`config.mk`:
```
export PLATFORM = sky130hd
export DESIGN_NAME = audio_dac_output_stage_flat
export DESIGN_NICKNAME = d
export VERILOG_FILES = /design/src/rtl/audio_pkg.sv /design/src/rtl/audio_dac_output_stage_if.sv /design/src/rtl/tick_edge_sync.sv /design/src/rtl/audio_dac_output_stage.sv /design/src/flat_wrapper.sv
export SDC_FILE = /design/constraint.sdc
export NUM_CORES = 1
export LEC_CHECK = 0
export BUFFER_PORTS_ARGS = -buffer_cell sky130_fd_sc_hd__buf_2
export CORE_MARGIN = 2
export CORE_UTILIZATION = 23
export DETAILED_ROUTE_END_ITERATION = 8
export GPL_TIMING_DRIVEN = 1
export PLACE_DENSITY = 0.38
export SYNTH_ARGS = -nofsm -noshare
export SYNTH_HDL_FRONTEND = slang
export SYNTH_SLANG_ARGS = --single-unit
```
`constraint.sdc`:
```
create_clock -name clock_50Mhz -period 4.6 [get_ports clock_50Mhz]
set_input_delay 0.23 -clock clock_50Mhz [delete_from_list [all_inputs] [get_ports clock_50Mhz]]
set_output_delay 0.23 -clock clock_50Mhz [all_outputs]
set_load 0.03 [all_outputs]
```
`src/rtl/audio_pkg.sv`:
```
// Shared types and helpers for the audio output path: DAC serializer states,
// frame width and the saturating three-source mixer.
`timescale 1ns/1ps
package audio_pkg;

   localparam int unsigned FRAME_BITS = 16;

   typedef enum logic [2:0] {
      IDLE,
      SETUP,
      SHIFT,
      HOLD,
      GAP
   } dac_state_t;

   // Sum three unsigned 8-bit amplitudes at 10 bits and clip to full scale.
   function automatic logic [7:0] sat_add3(input logic [7:0] a,
                                           input logic [7:0] b,
                                           input logic [7:0] c);
      logic [9:0] sum;
      sum = 10'(a) + 10'(b) + 10'(c);
      return (sum > 10'd255) ? 8'hFF : sum[7:0];
   endfunction

endpackage

```
`src/rtl/audio_dac_output_stage_if.sv`:
```
// Audio sources from the music box controller plus the SPI lines to the DAC.
`timescale 1ns/1ps
interface audio_dac_output_stage_if;

   logic [7:0]  song0_in;
   logic [7:0]  song1_in;
   logic [15:0] recording_in;
   logic        mute;
   logic        dac_sclk;
   logic        dac_mosi;
   logic        dac_cs_n;

   modport master (
      input  song0_in,
      input  song1_in,
      input  recording_in,
      input  mute,
      output dac_sclk,
      output dac_mosi,
      output dac_cs_n
   );

   modport slave (
      output song0_in,
      output song1_in,
      output recording_in,
      output mute,
      input  dac_sclk,
      input  dac_mosi,
      input  dac_cs_n
   );

endinterface

```
`src/rtl/tick_edge_sync.sv`:
```
// Two-flop synchronizer for a slow asynchronous clock, followed by a
// registered rising-edge detector producing a one-cycle pulse.
`timescale 1ns/1ps
module tick_edge_sync (
   input  logic clock_50Mhz,
   input  logic reset_n,
   input  logic async_in,
   output logic pulse
);

   logic [1:0] sync_q;
   logic       prev_q;

   always_ff @(posedge clock_50Mhz or negedge reset_n) begin
      if (!reset_n) begin
         sync_q <= 2'b00;
         prev_q <= 1'b0;
         pulse  <= 1'b0;
      end else begin
         sync_q <= {sync_q[0], async_in};
         prev_q <= sync_q[1];
         pulse  <= sync_q[1] & ~prev_q;
      end
   end

endmodule

```
`src/rtl/audio_dac_output_stage.sv`:
```
// Saturating three-source mixer latched once per sample tick and serialized
// as a 16-bit {control, sample, pad} frame to an external SPI DAC.
`timescale 1ns/1ps
module audio_dac_output_stage
   import audio_pkg::*;
#(
   parameter int unsigned SCLK_DIV    = 4,
   parameter logic [3:0]  CTRL_NIBBLE = 4'b0111,
   parameter logic [7:0]  MUTE_LEVEL  = 8'd0
) (
   input  logic                     clock_50Mhz,
   input  logic                     reset_n,
   input  logic                     sample_tick_in,
   audio_dac_output_stage_if.master bus,
   output logic [7:0]               mixed_sample,
   output logic                     frame_busy,
   output logic                     overrun
);

   localparam int unsigned CNT_W = 8;
   localparam int unsigned BIT_W = $clog2(FRAME_BITS);
   localparam logic [CNT_W-1:0] HALF_LAST = CNT_W'(SCLK_DIV - 1);
   localparam logic [BIT_W-1:0] LAST_BIT  = BIT_W'(FRAME_BITS - 1);

   dac_state_t            state, state_n;
   logic [CNT_W-1:0]      cnt, cnt_n;
   logic [BIT_W-1:0]      bit_idx, bit_idx_n;
   logic                  sclk_hi, sclk_hi_n;
   logic [FRAME_BITS-1:0] shift, shift_n;
   logic                  sclk_q, sclk_n;
   logic                  cs_n_q, cs_n_n;
   logic                  busy_n;
   logic                  overrun_n;

   logic                  tick;
   logic                  half_done;
   logic                  accept;
   logic [7:0]            sample_c;
   logic [FRAME_BITS-1:0] frame_c;
   logic                  unused_rec_low;

   tick_edge_sync u_tick_sync (
      .clock_50Mhz (clock_50Mhz),
      .reset_n     (reset_n),
      .async_in    (sample_tick_in),
      .pulse       (tick)
   );

   assign sample_c  = bus.mute ? MUTE_LEVEL
                               : sat_add3(bus.song0_in, bus.song1_in, bus.recording_in[15:8]);
   assign frame_c   = {CTRL_NIBBLE, sample_c, 4'b0000};
   assign half_done = (cnt == HALF_LAST);
   // A tick landing on the last GAP cycle starts the next frame back-to-back.
   assign accept    = tick && ((state == IDLE) || ((state == GAP) && half_done));
   assign unused_rec_low = ^bus.recording_in[7:0];

   always_ff @(posedge clock_50Mhz or negedge reset_n) begin
      if (!reset_n) begin
         state        <= IDLE;
         cnt          <= '0;
         bit_idx      <= '0;
         sclk_hi      <= 1'b0;
         shift        <= '0;
         sclk_q       <= 1'b0;
         cs_n_q       <= 1'b1;
         frame_busy   <= 1'b0;
         overrun      <= 1'b0;
         mixed_sample <= 8'd0;
      end else begin
         state      <= state_n;
         cnt        <= cnt_n;
         bit_idx    <= bit_idx_n;
         sclk_hi    <= sclk_hi_n;
         shift      <= shift_n;
         sclk_q     <= sclk_n;
         cs_n_q     <= cs_n_n;
         frame_busy <= busy_n;
         overrun    <= overrun_n;
         if (tick) begin
            mixed_sample <= sample_c;
         end
      end
   end

   always_comb begin
      state_n   = state;
      cnt_n     = ((state == IDLE) || half_done) ? '0 : cnt + 1'b1;
      bit_idx_n = bit_idx;
      sclk_hi_n = sclk_hi;
      shift_n   = shift;
      sclk_n    = sclk_q;
      cs_n_n    = cs_n_q;
      busy_n    = frame_busy;
      overrun_n = tick & ~accept;

      unique case (state)
         IDLE: begin
            cs_n_n = 1'b1;
            sclk_n = 1'b0;
         end
         SETUP: begin
            if (half_done) begin
               state_n   = SHIFT;
               sclk_n    = 1'b1;
               sclk_hi_n = 1'b1;
               bit_idx_n = '0;
            end
         end
         SHIFT: begin
            if (half_done) begin
               if (sclk_hi) begin
                  // Next bit is presented on the falling edge, except after the last bit.
                  sclk_n    = 1'b0;
                  sclk_hi_n = 1'b0;
                  if (bit_idx != LAST_BIT) begin
                     shift_n = {shift[FRAME_BITS-2:0], 1'b0};
                  end
               end else if (bit_idx == LAST_BIT) begin
                  state_n = HOLD;
               end else begin
                  bit_idx_n = bit_idx + 1'b1;
                  sclk_hi_n = 1'b1;
                  sclk_n    = 1'b1;
               end
            end
         end
         HOLD: begin
            if (half_done) begin
               state_n = GAP;
               cs_n_n  = 1'b1;
               shift_n = '0;
            end
         end
         GAP: begin
            if (half_done) begin
               state_n = IDLE;
               busy_n  = 1'b0;
            end
         end
         default: begin
            state_n = IDLE;
         end
      endcase

      if (accept) begin
         state_n = SETUP;
         cnt_n   = '0;
         shift_n = frame_c;
         sclk_n  = 1'b0;
         cs_n_n  = 1'b0;
         busy_n  = 1'b1;
      end
   end

   assign bus.dac_sclk = sclk_q;
   assign bus.dac_cs_n = cs_n_q;
   assign bus.dac_mosi = shift[FRAME_BITS-1];

endmodule

```
`src/flat_wrapper.sv`:
```
// flat-port wrapper written by rule: the top's interface ports become plain ports
module audio_dac_output_stage_flat import audio_pkg::*;
#(
   parameter int unsigned SCLK_DIV    = 4,
   parameter logic [3:0]  CTRL_NIBBLE = 4'b0111,
   parameter logic [7:0]  MUTE_LEVEL  = 8'd0
)
  (clock_50Mhz, reset_n, sample_tick_in, mixed_sample, frame_busy, overrun, bus_song0_in, bus_song1_in, bus_recording_in, bus_mute, bus_dac_sclk, bus_dac_mosi, bus_dac_cs_n);
  audio_dac_output_stage_if bus_i ();
  input  logic clock_50Mhz;
  input  logic reset_n;
  input  logic sample_tick_in;
  output logic [7:0] mixed_sample;
  output logic frame_busy;
  output logic overrun;
  input wire logic [$bits(bus_i.song0_in)-1:0] bus_song0_in;
  input wire logic [$bits(bus_i.song1_in)-1:0] bus_song1_in;
  input wire logic [$bits(bus_i.recording_in)-1:0] bus_recording_in;
  input wire logic [$bits(bus_i.mute)-1:0] bus_mute;
  output wire logic [$bits(bus_i.dac_sclk)-1:0] bus_dac_sclk;
  output wire logic [$bits(bus_i.dac_mosi)-1:0] bus_dac_mosi;
  output wire logic [$bits(bus_i.dac_cs_n)-1:0] bus_dac_cs_n;
  assign bus_i.song0_in = bus_song0_in;
  assign bus_i.song1_in = bus_song1_in;
  assign bus_i.recording_in = bus_recording_in;
  assign bus_i.mute = bus_mute;
  assign bus_dac_sclk = bus_i.dac_sclk;
  assign bus_dac_mosi = bus_i.dac_mosi;
  assign bus_dac_cs_n = bus_i.dac_cs_n;
  audio_dac_output_stage #(.SCLK_DIV(SCLK_DIV), .CTRL_NIBBLE(CTRL_NIBBLE), .MUTE_LEVEL(MUTE_LEVEL)) u_core (.clock_50Mhz(clock_50Mhz), .reset_n(reset_n), .sample_tick_in(sample_tick_in), .bus(bus_i), .mixed_sample(mixed_sample), .frame_busy(frame_busy), .overrun(overrun));
endmodule
```
# After elaboration in Yosys (flattened, before gate mapping)
# Index checks and enable logic that the tools add are counted.
# Widths: inputs -> output; s select.
# word_totals
register_bits	48
latch_bits	0
mem_bits_rw	0
romBits	0
input_bits	36
output_inout_bits	13
elab_cells	99
mem_count	0
# classes
addsub	4
n_mul	0
div	0
n_lt_le_gt_ge	1
n_eq_ne	21
shift	0
mux	38
bitwise_logic	4
n_reduce_logical	18
# op_table
op	count
$mux 16	5
$mux 8	4
$pmux 16 s2	1
$mux 3	7
$ne 3x1->1 const B	7
$mux 4	4
$pmux 3 s5	1
$mux 1	12
$add 10x8->10	1
$gt 10x8->1 const B	1
$reduce_and 5->1	2
$add 8x8->9	1
$add 8x1->8 const B	1
$eq 8x2->1 const B	1
$pmux 4 s2	1
$reduce_and 7->1	1
$eq 3x2->1 const B	2
$ne 2x1->1 const B	3
$reduce_bool 2->1	3
$reduce_bool 3->1	2
$add 4x1->4 const B	1
$eq 4x4->1 const B	1
$ne 2x2->1 const B	2
$ne 4x2->1 const B	1
15 further kinds	21

# Logic depth before layout (Yosys ltp)
# Gate-level depths: netlist of the first run.
# logic_depth
word_depth	6
depth_mapped	15
depth_no_buf	14

# Modules after synthesis
# From an unflattened synthesis of the first run, not the netlist that was laid out.
# unflattened
hier_cells	263
hier_area_um2	2727.6
# modules_own_cells
module	instances	cells_each	area_each_um2	seq_area_each_um2
audio_dac_output_stage	1	258	2613.8	1002.2
tick_edge_sync	1	5	113.9	100.1

# Worst setup path before layout of the first run
# No wires, ideal clock.
# synth_timing
path_type	in2reg
startpoint	in bus_song1_in[1]
endpoint	reg u_core.shift[10]
setup_time_ps	69
arrival_ps	2701
required_ps	4531
path_slack_ps	1830
path_stages	14
path_buffers	1
path_cell_list	ha_1 > a21o_1 > a21oi_1 > o21ai_0 > or2_2 > xor2_1 > ha_1 > o211ai_1 > a21o_1 > nand3b_1 > and4_1 > or3b_1 > buf_6 > nand3_1
# synth_via
elab_chain_cells	6
# synth_lines
item	line_no	source
start: declaration	flat_wrapper.sv:17	input wire logic [$bits(bus_i.song1_in)-1:0] bus_song1_in;
$add 8x8->9 (*)	audio_pkg.sv:21	sum = 10'(a) + 10'(b) + 10'(c);
$add 10x8->10 (*)	audio_pkg.sv:21	
$gt 10x8->1	audio_pkg.sv:22	return (sum > 10'd255) ? 8'hFF : sum[7:0];
$mux 8 (*)	audio_pkg.sv:22	
$mux 8 (*)	audio_dac_output_stage.sv:49	assign sample_c = bus.mute ? MUTE_LEVEL
$mux 16 (*)	audio_dac_output_stage.sv:145	if (accept) begin
end signal: assignment	audio_dac_output_stage.sv:74	shift <= shift_n;
end: declaration	audio_dac_output_stage.sv:29	logic [FRAME_BITS-1:0] shift, shift_n;
# Mark *: on every way between the ends. The rest lies on a longest branch, timed or not.
# A chain may end at the register's enable or synchronous reset.

# Worst setup path in the final report of the first run
# layout_timing
startpoint	in bus_song1_in[1]
endpoint	reg u_core.mixed_sample[2]
# layout_via
elab_chain_cells	5
# layout_lines
item	line_no	source
$add 8x8->9 (*)	audio_pkg.sv:21	
$add 10x8->10 (*)	audio_pkg.sv:21	
$gt 10x8->1	audio_pkg.sv:22	
$mux 8 (*)	audio_pkg.sv:22	
$mux 8 (*)	audio_dac_output_stage.sv:49	
end signal: assignment	audio_dac_output_stage.sv:80	mixed_sample <= sample_c;
end: declaration	audio_dac_output_stage.sv:15	output logic [7:0] mixed_sample,
# Marks and branches as above.

==> results of run 1 <==
## cell families after synthesis
kind of cell / share of synthesized area (%)
AND/OR/NAND/NOR: 21.60
AO/OA/AOI/OAI: 17.53
flip-flops: 40.23
buffers and inverters: 3.607
adder cells (fa/ha/maj): 10.14
XOR/XNOR: 5.753
multiplexers: 1.142
## metal layers
metal / share of wire [%] / up-vias
met1: 49 / 997
met3: 5.0 / 4
met2: 45 / 46
li1: - / 1103
met4: 1.1 / 0
met5: 0 / -
## area by class of cell
| cell class | instances | area [um2] | share of cell area [%] |
|---|---|---|---|
| Multi-Input combinational cell | 221 | 1539 | 47.34 |
| Sequential cell | 44 | 1102 | 33.91 |
| Timing Repair Buffer | 41 | 207.7 | 6.390 |
| Tap cell | 143 | 178.9 | 5.504 |
| Clock buffer | 6 | 138.9 | 4.273 |
| Inverter | 12 | 45.04 | 1.386 |
| Clock inverter | 2 | 38.79 | 1.193 |
## flip-flops by register name, summed over array words and instances (netlist names)
signal                     count
u_core.shift                  12
u_core.cnt                     8
u_core.mixed_sample            8
u_core.bit_idx                 4
u_core.state                   3
u_core.u_tick_sync.sync_q      2
u_core.bus.dac_cs_n            1
u_core.bus.dac_sclk            1
u_core.frame_busy              1
u_core.overrun                 1
u_core.sclk_hi                 1
u_core.u_tick_sync.prev_q      1
u_core.u_tick_sync.pulse       1
## metrics by stage
step / area [um2] / setup WS, ns / hold WS [ns] / total power, uW / cells
3_3_place_gp: 3073 / 1.284 / 0.3399 / 1254 / 461
2_1_floorplan: 2740 / 1.830 / -0.06559 / 1094 / 287
4_1_cts: 3251 / 1.553 / 0.03897 / 1690 / 469
3_5_place_dp: 3073 / 1.254 / 0.3398 / 1254 / 461
5_1_grt: 3251 / 1.346 / 0.03358 / 1805 / 469
6_report: 3251 / 1.602 / 0.04326 / 1668 / 469
## worst paths after layout
path / slack, ns / endpoint / from
max: 1.60 / u_core.mixed_sample[2] / bus_song1_in[1]
min: 0.04 / u_core.u_tick_sync.sync_q[0] / sample_tick_in
max reg2reg: 2.25 / u_core.shift[8] / u_core.cnt[5]
min reg2reg: 0.36 / u_core.u_tick_sync.sync_q[1] / u_core.u_tick_sync.sync_q[0]
max in group asynchronous: 3.87 / u_core.shift[14] / reset_n
min in group asynchronous: 0.12 / u_core.state[0] / reset_n
## synthesized netlist by cell type (all sizes together), types with 6 or more instances
cell type   n
nor2       27
dfrtp      43
nand3      18
xor2       10
o221a       7
nand2      28
a31oi       6
nor3        7
nor2b       7
ha         19
a21oi      15
xnor2       8
a22oi       6
clkbuf      6
o21ai      12
a21o        6
inv        12
## placed cells by master, fill, tap and decap left out, types with 6 or more instances in the layout
master and count:
dfrtp_1 43, buf_2 40, nand2_1 27, nor2_1 26, ha_1 19, nand3_1 17
a21oi_1 15, inv_1 12, xor2_1 10, xnor2_1 8, nor2b_1 7, o221a_2 7
a21o_1 6, o21ai_0 6, a31oi_1 6, o21ai_1 6, a22oi_1 6
## power by group through the flow
stage | clock network (uW) | logic [uW] | registers, uW
floorplan | 0 | 468 | 626
global placement | 0 | 634 | 620
detailed placement | 0 | 633 | 621
CTS | 438 | 636 | 615
global route | 456 | 713 | 635
finish | 427 | 626 | 614
==> results.md, run 1 <==
Global routing:
- Summed over all layers, the global routing overflow is 0.
- The first global-routing pass estimated between 10000 and 15000 um of wire.
- Global routing used roughly 14% of the available met1 tracks.
- For met3 alone, demand over resource in global routing was under 10%.
- The number of global-route vias before repair is roughly 2200.
- The most used routing layer in global routing is met2.
- The routing usage on met2 is 16.61%.
- The number of antenna violations at the first check in global routing is 0.
- Entering global routing, the biggest net connects 45 pins.
- For this run, the total global-route usage over all layers was measured as 10.40%.

Yosys:
- The cell count after synthesis is approximately 290.
- Averaged over all synthesized cells, the footprint is 9.547 um2.
- By area the synthesized netlist is led by dfrtp_1, ha_1, nand2_1.
- Synthesis produced a netlist with a net count of 344.
- The proportion of netlist area held by the largest area contributor is between 30% and 40%.
- The proportion of synthesized chip area in sequential cells is slightly above 40%.
- The flop and latch count out of synthesis is 44.
- The largest area contributor in the netlist is dfrtp_1.
- The count of flip-flops with a built-in enable after synthesis is 0.
- The post-synthesis cell area is 2740 um2.
- The predominant post-synthesis flop cell is dfrtp_1.
- The count of yosys warnings during synthesis is 0.
- In this run, distinct cell masters in the synthesized netlist total between 50 and 60.
- After synthesis, the share of flip-flops with an asynchronous set or reset is 100.0%.

Final layout:
- The area growth from synthesis to layout is 18.63%.
- After the last flow step, the layout net total stands at approximately 380.
- 0 antenna diodes ended up in the layout.
- The layout cell share with drive strength beyond 1 is between 20% and 30%.
- The layout filler cell count is roughly 1200.
- Measured on the finished design, the core utilization comes to 28.23%.

Die:
- The region available for standard cell placement spans 11520 um2.
- The x dimension of the die is between 100 and 150 um.
- The die covers 12800 um2.
- The initial core utilization is 23.79%.
- The row count is 39.
- Pin placement for this block handled approximately 50 I/O pins.
- The die is 113.2 um tall.

Placement:
- The detailed placer's ending HPWL is around 4600 um.
- Buffers placed on the I/O ports in this run total 40.
- The congestion estimate from routability-driven global placement came to roughly 0.77.

Clock tree:
- Clock-pin slew was measured on the worst setup and hold paths at about 0.070 ns.
- The latest clock arrival within the worst-skew pair is a little under 0.3 ns.
- The number of setup buffers added after CTS is 0.
- The number of sinks on the clock net is 44.
- The TritonCTS clock tree is built.
- Clock tree synthesis inserted a total of 5 buffers.
- The quantity of hold-fixing buffers added after cts is 0.
- After clock tree synthesis, the repair step resized 0 gates.
- Counting along the longest clock path gives a buffer depth of 2.
- The CTS root buffer is clkbuf_16.
- The deepest level of the CTS H-tree is 2.

Route:
- For this run, the detailed router's first-pass iteration total came to 4.
- After detailed routing, the number of vias per cell comes to about 4.6.
- After the first detailed-routing iteration, the DRC count stood at roughly 110.
- The final antenna-violating net count is 0.
- After detailed routing, the average wire length per cell comes to around 13 um.
- Summing over every cut layer, the via total after detailed routing is between 2000 and 2500.
- For this run, design rule violations remaining after detail routing come to 0.
- The final wirelength is between 6000 and 7000 um.

Critical path:
- The signal on the critical path passes through buf_2, ha_1, a21o_1, a21oi_1, o21ai_0, or2_2, xor2_1, ha_1, o211ai_1, a21o_1, nand3b_1, and4_1, o21ai_1, o221a_2.
- On the critical path the largest part of the delay comes from compound AO/OA/AOI/OAI gates.
- For this run, the slowest stage of the critical path takes ~0.44 ns.
- At the worst endpoint, the arrival time is 3.23 ns.
- The worst setup path is launched from a primary input.
- The category of the worst setup path capture point is a flip-flop.
- The critical path is of the in2reg type.
- The number of buffer and inverter stages on the critical path is 1.
- The slowest stage of the critical path belongs to the cell o21ai_1.
- At the worst endpoint, the required time is 4.83 ns.
- The path depth of the worst reg2reg path is 5.
- Of all nets on the critical path, the largest fanout is 7.
- The critical path depth in cells is 14.

Timing:
- Setup violations remaining at the end of the flow were counted as 0.
- The max-slew violation count came to 0.
- For the final routed database, the setup TNS stands at 0 ns.
- Setup repair after global routing left no endpoint under its margin.
- Counting I/O delays and the setup requirement, the final critical path takes 2.998 ns.
- Clock skew on the completed layout was measured at about 0.0067 ns.
- The final-report hold violation count is 0.
- The achievable frequency is 333.6 MHz.
- The transition time of the tightest slew-check pin is between 0.9 and 1 ns.
- The tightest slew margin relative to the limit is between 30% and 40%.
- The final worst-path cycle share is around two thirds.

Power:
- The internal portion of the total power is between 1000 and 1500 uW.
- The power share of the sequential group is 36.8%.
- The power per standard cell area is 513.0 nW/um2.
- IR analysis of the VDD net gives a maximum drop of around 160 uV.
- The share of total power in combinational logic is roughly 38%.
- In this run switching power makes up about two fifths of total power.
- Summed over all nets, the switching power comes to around 640 uW.
- The clock network is responsible for between 20% and 30% of the overall power.
- The total leakage power is ~0.0015 uW.

Min path:
- The path class of the tightest hold or removal check is in2reg.
- Along the worst hold path, the cell count comes to 1.

Run:
- The max capacitance violation total is 0.

Status:
- The flow ran to the end, and the final reports show no timing, DRC or antenna violations.
Power figures use the tool's default switching activity.
==> run 2: changes to the inputs <==
--- a/config.mk
+++ b/config.mk
@@ -10,7 +10,7 @@
 export CORE_UTILIZATION = 23
 export DETAILED_ROUTE_END_ITERATION = 8
 export GPL_TIMING_DRIVEN = 1
-export PLACE_DENSITY = 0.38
+export PLACE_DENSITY = 0.39
 export SYNTH_ARGS = -nofsm -noshare
 export SYNTH_HDL_FRONTEND = slang
 export SYNTH_SLANG_ARGS = --single-unit
==> constraint.sdc (replaced) <==
create_clock -name clock_50Mhz -period 2.45 [get_ports clock_50Mhz]
set_input_delay 0.1225 -clock clock_50Mhz [delete_from_list [all_inputs] [get_ports clock_50Mhz]]
set_output_delay 0.1225 -clock clock_50Mhz [all_outputs]
set_load 0.03 [all_outputs]
==> run 2 against run 1 <==
The run now ends with design-rule violations, negative setup slack left. Critical path depth stayed put. Clock power is 62% higher. Register-to-register slack worse by 1.8 ns. Combinational power is 130% higher. Hold slack better by 0.17 ns. Clock skew is 0.00079 ns higher. Cell count is 7.7% higher. Critical path type unchanged. Die area stayed put.
==> results.md, run 2 (synthesized netlist as in run 1, its figures left out) <==
Route:
- For this run, design rule violations remaining after detail routing come to 2.
- In the final routed layout, each cell accounts on average for between 10 and 15 um.
- Once detail routing completed, the nets flagged for antenna violations numbered 0.
- The routed layout has approximately 2300 vias.
- The number of vias per cell after detailed routing is around 4.5.
- For this block, the routed nets add up to around 6500 um of wire.
- The iteration-0 DRC count of the detailed router is roughly 130.
- The first detailed-routing pass took 6 iterations.

Timing:
- The number of endpoints failing setup at the final stage is 7.
- The max-slew violation count was 0.
- The time the final worst path needs with I/O delays and setup is 2.480 ns.
- The transition time of the tightest slew-check pin is 0.4265 ns.
- The achievable frequency is 403.3 MHz.
- After layout, the worst setup slack is -0.02976 ns.
- The final-report hold violation count came to 0.
- The tightest slew margin relative to the limit is a little under three quarters.
- The final worst-path cycle share is 101.2%.
- The clock skew is roughly 0.0075 ns.
- Setup repair after global routing could not meet its margin everywhere.

Power:
- The power per standard cell area is 890.4 nW/um2.
- The worst-case IR drop observed on VDD is 319.8 uV.
- The total leakage power is about 0.0017 uW.

Placement:
- Detailed placement ended at an HPWL of slightly above 5000 um.
- The congestion estimate from routability-driven global placement came to between 0.7 and 0.8.
- The port buffer count is 40.
- The count of placed standard cells including taps is 493.

Global routing:
- The number of global-route vias before repair is 2400.
- The total track usage is ~11%.
- The residual overflow from global routing is 0.
- The number of antenna violations at the first check in global routing was 0.
- The global-route wire length before repair is 11640 um.
- Entering global routing, the biggest net connects 21 pins.

Final layout:
- The register with the most flip-flops in the layout has 12 of them.
- Relative to the synthesized area, the layout overhead comes to 33.11%.
- The layout cell share with drive strength beyond 1 is 33.70%.
- Cells fill between 30% and 40% of the core in the end.
- The largest registers in the layout are u_core.shift x12, u_core.cnt x8, u_core.mixed_sample x8.
- The library cells used most frequently in the layout, excluding fill and tap cells, are dfrtp_1, buf_2, buf_4.
- The largest register by flop count is u_core.shift.
- The number of antenna diodes in the final layout is 0.
- The count of non-filler cells in the finished layout is between 500 and 600.
- The net count of the finished layout is 418.
- The most common cell after layout, fill and taps aside is dfrtp_1.

Die:
- The die is ~110 um wide.
- The number of primary I/O pins is 49.
- The height of the chip is around 110 um.
- Once the floorplan was initialized, standard cells occupied 23.79% of the core.
- The region available for standard cell placement spans 11520 um2.
- The row count is 39.
- The full die area is roughly 13000 um2.

Critical path:
- The arrival time of the worst setup path is roughly 2.7 ns.
- In this run the worst path has a maximum fanout of 7.
- The worst setup path is launched from a primary input.
- The category of the worst setup path capture point is a flip-flop.
- At the worst endpoint, the required time is between 2 and 3 ns.
- The worst setup path category is in2reg.

Clock tree:
- For this design, the sink count on the clock tree is 44.
- TritonCTS built the clock tree.
- In this run, CTS created clock tree buffers numbering 5.
- The deepest level of the CTS H-tree is 2.
- Clock tree synthesis selected as its root buffer the cell clkbuf_16.
- The later pin in the worst-skew pair is clocked with a latency of 0.29 ns.
- The clock-pin transition on the worst setup and hold timing paths is ~0.06 ns.
- Counting along the longest clock path gives a buffer depth of 2.

Status:
- The flow ran to the end, but the final reports show violations.
- The final reports fail on design-rule violations, negative setup slack.

Run:
- The max capacitance violation total is 0.

Min path:
- The class of the tightest hold or removal check is in2reg.
run 2: cell count changes in the layout (fill, tap and decap cells not counted), moves of 3 or more:
cell / delta
buf_4: +34
buf_2: -3
buf_6: +3
ha_1: -3
ha_4: +3
run 2: area by class of cell:
class | count | area, um2
tap | 143 | 178.9
timing repair buffer | 77 | 501.7
inverter | 12 | 45.04
multi-input combinational | 221 | 1668
sequential | 44 | 1102
clock inverter | 3 | 26.28
fill | 1233 | 7869
clock buffer | 5 | 125.1
run 2: per-stage QoR:
| stage | TNS, ns | area (um2) | power [uW] | setup WS (ns) | hold WS, ns |
|---|---|---|---|---|---|
| global route | -1.953 | 3647 | 3523 | -0.1717 | 0.2436 |
| detailed placement | -6.677 | 3391 | 2526 | -0.4798 | 0.03637 |
| CTS | 0 | 3588 | 3260 | 0.001880 | 0.2079 |
| global placement | -5.918 | 3391 | 2522 | -0.4078 | 0.03639 |
| finish | -0.1171 | 3647 | 3247 | -0.02976 | 0.2133 |
| floorplan | -0.4615 | 2818 | 2075 | -0.05012 | -0.1731 |
run 2: worst paths after layout:
path	startpoint	to	slack, ns	cells after the start
max reg2reg	u_core.cnt[5]	u_core.bit_idx[2]	0.46	7
max in group asynchronous	reset_n	u_core.shift[12]	1.63	3
min	bus_mute	u_core.shift[11]	0.21	4
max	bus_song0_in[1]	u_core.shift[8]	-0.03	14
min in group asynchronous	reset_n	u_core.cnt[5]	0.25	2
min reg2reg	u_core.u_tick_sync.sync_q[0]	u_core.u_tick_sync.sync_q[1]	0.36	0
run 2: report_power, final:
part           internal (uW)  switching [uW]
registers                938             164
logic                    636             816
clock network            387             305
total                   1960            1290
run 2: worst max-delay path: stages:
cell and delay, ns:
buf_2 0.12, ha_4 0.20, a21o_1 0.16, a21oi_2 0.18, o21ai_2 0.08, or2_4 0.23
xor2_2 0.15, ha_1 0.30, o211ai_1 0.09, a21o_1 0.20, a31oi_1 0.23, nor3_2 0.10
or3b_4 0.44, nand3_1 0.09
run 2: metal layers:
metal	track usage, %	vias to the layer above	routed length [um]
met5	0	-	0
met4	3.252	0	91
met3	2.625	5	312
met2	17.84	41	2934
met1	14.61	1074	3201
li1	-	1176	-
run 2: what timing repair did:
item | CTS | global route
hold buffers | 2 | 0
gates resized for setup | 5 | 10
endpoints found under the hold margin | 12 | 0
pin swaps | 5 | 22
endpoints found under the setup margin | 16 | 16
setup buffers | 2 | 1
==> run 3: changes to the inputs <==
--- a/config.mk
+++ b/config.mk
@@ -5,12 +5,13 @@
 export SDC_FILE = /design/constraint.sdc
 export NUM_CORES = 1
 export LEC_CHECK = 0
-export BUFFER_PORTS_ARGS = -buffer_cell sky130_fd_sc_hd__buf_2
+export ABC_CLOCK_PERIOD_IN_PS = 3180
 export CORE_MARGIN = 2
 export CORE_UTILIZATION = 23
 export DETAILED_ROUTE_END_ITERATION = 8
+export DONT_BUFFER_PORTS = 1
 export GPL_TIMING_DRIVEN = 1
-export PLACE_DENSITY = 0.39
+export PLACE_DENSITY = 0.34
 export SYNTH_ARGS = -nofsm -noshare
 export SYNTH_HDL_FRONTEND = slang
 export SYNTH_SLANG_ARGS = --single-unit
==> constraint.sdc (replaced) <==
create_clock -name clock_50Mhz -period 3.18 [get_ports clock_50Mhz]
set_input_delay 0.159 -clock clock_50Mhz [delete_from_list [all_inputs] [get_ports clock_50Mhz]]
set_output_delay 0.159 -clock clock_50Mhz [all_outputs]
set_load 0.03 [all_outputs]
==> run 3 against run 2 <==
Hold slack got worse by 0.16 ns. Largest cell class unchanged. Worst setup slack improved by 0.35 ns. Power down 27%. Critical endpoint is now u_core.mixed_sample[2]. Clock skew down 0.0045 ns. Sequential share of layout area is 5.3 points higher. The run ends with design-rule violations left. Largest power group is now registers.
==> results.md, run 3 (synthesized netlist as in run 1, its figures left out) <==
Status:
- The run finished, with violations left.
- The final reports fail on design-rule violations.

Final layout:
- Summing all multi-input logic gate instances after layout gives approximately 1500 um2.
- The largest registers in the layout are u_core.shift x12, u_core.cnt x8, u_core.mixed_sample x8.
- The largest register by flop count is u_core.shift.
- After routing the design area is 3107 um2.
- The end-of-flow core utilization is roughly 27%.
- The sequential cells in the finished layout cover a total of roughly 1100 um2.
- The number of flip-flops in the largest register is 12.
- The number of antenna diodes in the final layout is 0.
- The library cell used most frequently in the layout, excluding fill and tap cells, is dfrtp_1.
- In the layout the commonest cells are dfrtp_1, nand2_1, nor2_1.
- The final layout contains 348 nets.
- The layout cell share with drive strength beyond 1 is a little under an eighth.
- The layout filler cell count is 1217.
- Compared with the post-synthesis result, the final layout area differs by 13.38%.

Global routing:
- The pin count of the biggest net entering global routing is 45.
- Global routing consumed, on the met1 layer, between 15 and 20% of the routing resources.
- The number of antenna violations at the first check in global routing is 0.
- The routing usage on met3 is about 2.8%.
- Global routing used 10.64% of the available tracks.
- The most used routing layer in global routing is met1.
- For this run, global-route usage on met2 was measured as between 10% and 20%.
- The residual overflow from global routing is 0.
- The first global-routing pass estimated between 10000 and 15000 um of wire.
- The number of global-route vias before repair came to roughly 2100.

Timing:
- The setup slack of the critical path after layout is between 0.3 and 0.4 ns.
- The final worst-path cycle share is 89.89%.
- The time the final worst path needs with I/O delays and setup is between 2 and 3 ns.
- Timing would allow up to between 300 and 400 MHz.
- The number of endpoints failing setup at the final stage is 0.
- The tightest slew margin relative to the limit is about three fifths.
- The clock skew is slightly above 0.003 ns.
- For the pin with the worst max-slew slack, the measured transition is roughly 0.59 ns.
- Setup repair after global routing left no endpoint under its margin.
- The final setup TNS is 0 ns.
- The final-report hold violation count was 0.
- Across all hold checks on the routed design, the worst slack comes to between 0.04 and 0.05 ns.
- The max-slew violation count is 0.

Die:
- The height of the chip is 113.2 um.
- The floorplan has 39 rows.
- From left edge to right edge, the die measures about 110 um.
- The number of primary I/O pins is 49.
- The die covers between 10000 and 15000 um2.
- Once the floorplan was initialized, standard cells occupied between 20% and 30% of the core.
- The area inside the core boundary is roughly 12000 um2.

Power:
- The share of total power in combinational logic is a little over a third.
- The power per standard cell area is between 700 and 800 nW/um2.
- The analysis attributes to cell leakage a power of between 0.001 and 0.0015 uW.
- VDD sags by at most between 200 and 250 uV.
- The share of power burned in the clock network is 24.7%.
- Net switching is 38.95% of the power.
- For this design the total switching power over the nets is between 900 and 1000 uW.
- The power share of the sequential group is between 40 and 50%.
- The internal power of the cells is 1447 uW.

Route:
- The number of detailed-route iterations in the first pass is 6.
- The number of remaining DRC errors is 2.
- The final wirelength is between 6000 and 7000 um.
- The iteration-0 DRC count of the detailed router is ~120.
- The total number of vias is 2091.
- The detail-routed net length per standard cell is 14.76 um.
- The final antenna-violating net count is 0.
- Dividing the detail-routed via count by the number of cells gives a little under 5.

Placement:
- The detailed placer's ending HPWL is roughly 4700 um.
- At the end of routability-driven placement, the weighted congestion stood at between 0.7 and 0.8.
- The placed cell area is between 2000 and 3000 um2.
- Port buffering added 0 buffers.
- OpenSTA, run right after detailed placement, puts the worst setup slack at ~0.044 ns.

Clock tree:
- The number of instances resized during post-cts repair is 0.
- The deepest level of the CTS H-tree is 2.
- TritonCTS built the clock tree.
- Clock-pin slew was measured on the worst setup and hold paths at 0.06 ns.
- The CTS root buffer is clkbuf_16.
- The longest clock path from root to sink contains 2 buffers.
- For this design, the sink count on the clock tree is 44.
- The number of buffers created by CTS is 5.
- The latest clock arrival within the worst-skew pair is roughly 0.28 ns.

Min path:
- The class of the tightest hold or removal check is in2reg.

Critical path:
- STA classifies the critical path startpoint as a primary input.
- The worst path required time is approximately 3.4 ns.
- The peak fanout along the critical path is 7.
- The arrival time of the worst setup path is between 3 and 4 ns.
- The category of the worst setup path capture point is a flip-flop.
- By startpoint and endpoint, the worst setup path is classified as in2reg.

Run:
- The max capacitance violation total is 0.
==> run 3: layout make-up <==
class                           count  area share (%)
Multi-Input combinational cell    221           49.54
Sequential cell                    44           35.48
Tap cell                          143           5.759
Clock buffer                        6           4.148
Timing Repair Buffer                7           2.497
Inverter                           12           1.450
Clock inverter                      2           1.128
==> run 3: routing by layer <==
metal  wire length [um]  part of all wire (%)  up-vias
met1               3309                    52     1002
met5                  0                     0        -
met2               2763                    43       45
li1                   -                     -     1038
met3                274                   4.3        6
met4                 71                   1.1        0
==> run 3: power groups by stage <==
stage | Combinational, uW | Clock [uW] | Sequential, uW
2_1_floorplan | 677 | 0 | 906
3_3_place_gp | 816 | 0 | 969
3_5_place_dp | 820 | 0 | 969
4_1_cts | 845 | 612 | 959
5_1_grt | 951 | 633 | 983
6_report | 828 | 586 | 957
==> run 3: worst paths after layout <==
check	startpoint	end	slack, ns	cells past startpoint
max	bus_song1_in[1]	u_core.mixed_sample[2]	0.32	13
min	bus_mute	u_core.shift[11]	0.05	3
max reg2reg	u_core.cnt[5]	u_core.shift[6]	0.87	5
min reg2reg	u_core.u_tick_sync.sync_q[0]	u_core.u_tick_sync.sync_q[1]	0.35	0
max in group asynchronous	reset_n	u_core.bus.dac_cs_n	2.54	2
min in group asynchronous	reset_n	u_core.cnt[7]	0.37	2
==> run 3: worst max-delay path: stages <==
cell and delay (ns):
ha_1 0.26, a21o_1 0.18, a21oi_1 0.22, o21ai_0 0.17, or2_2 0.30, xor2_1 0.19, ha_1 0.28, o211ai_1 0.09
a21o_1 0.16, nand3b_1 0.11, and4_1 0.19, o21ai_1 0.45, o221a_2 0.30
==> run 3: repair_timing <==
item                      CTS  global route
hold buffers                3             0
setup buffers               0             0
hold endpoints to repair   45             0
==> run 3: through the flow <==
stage	total power, uW	instances
global placement	1785	424
detailed placement	1789	424
finish	2370	435
CTS	2416	435
floorplan	1583	287
global route	2568	435
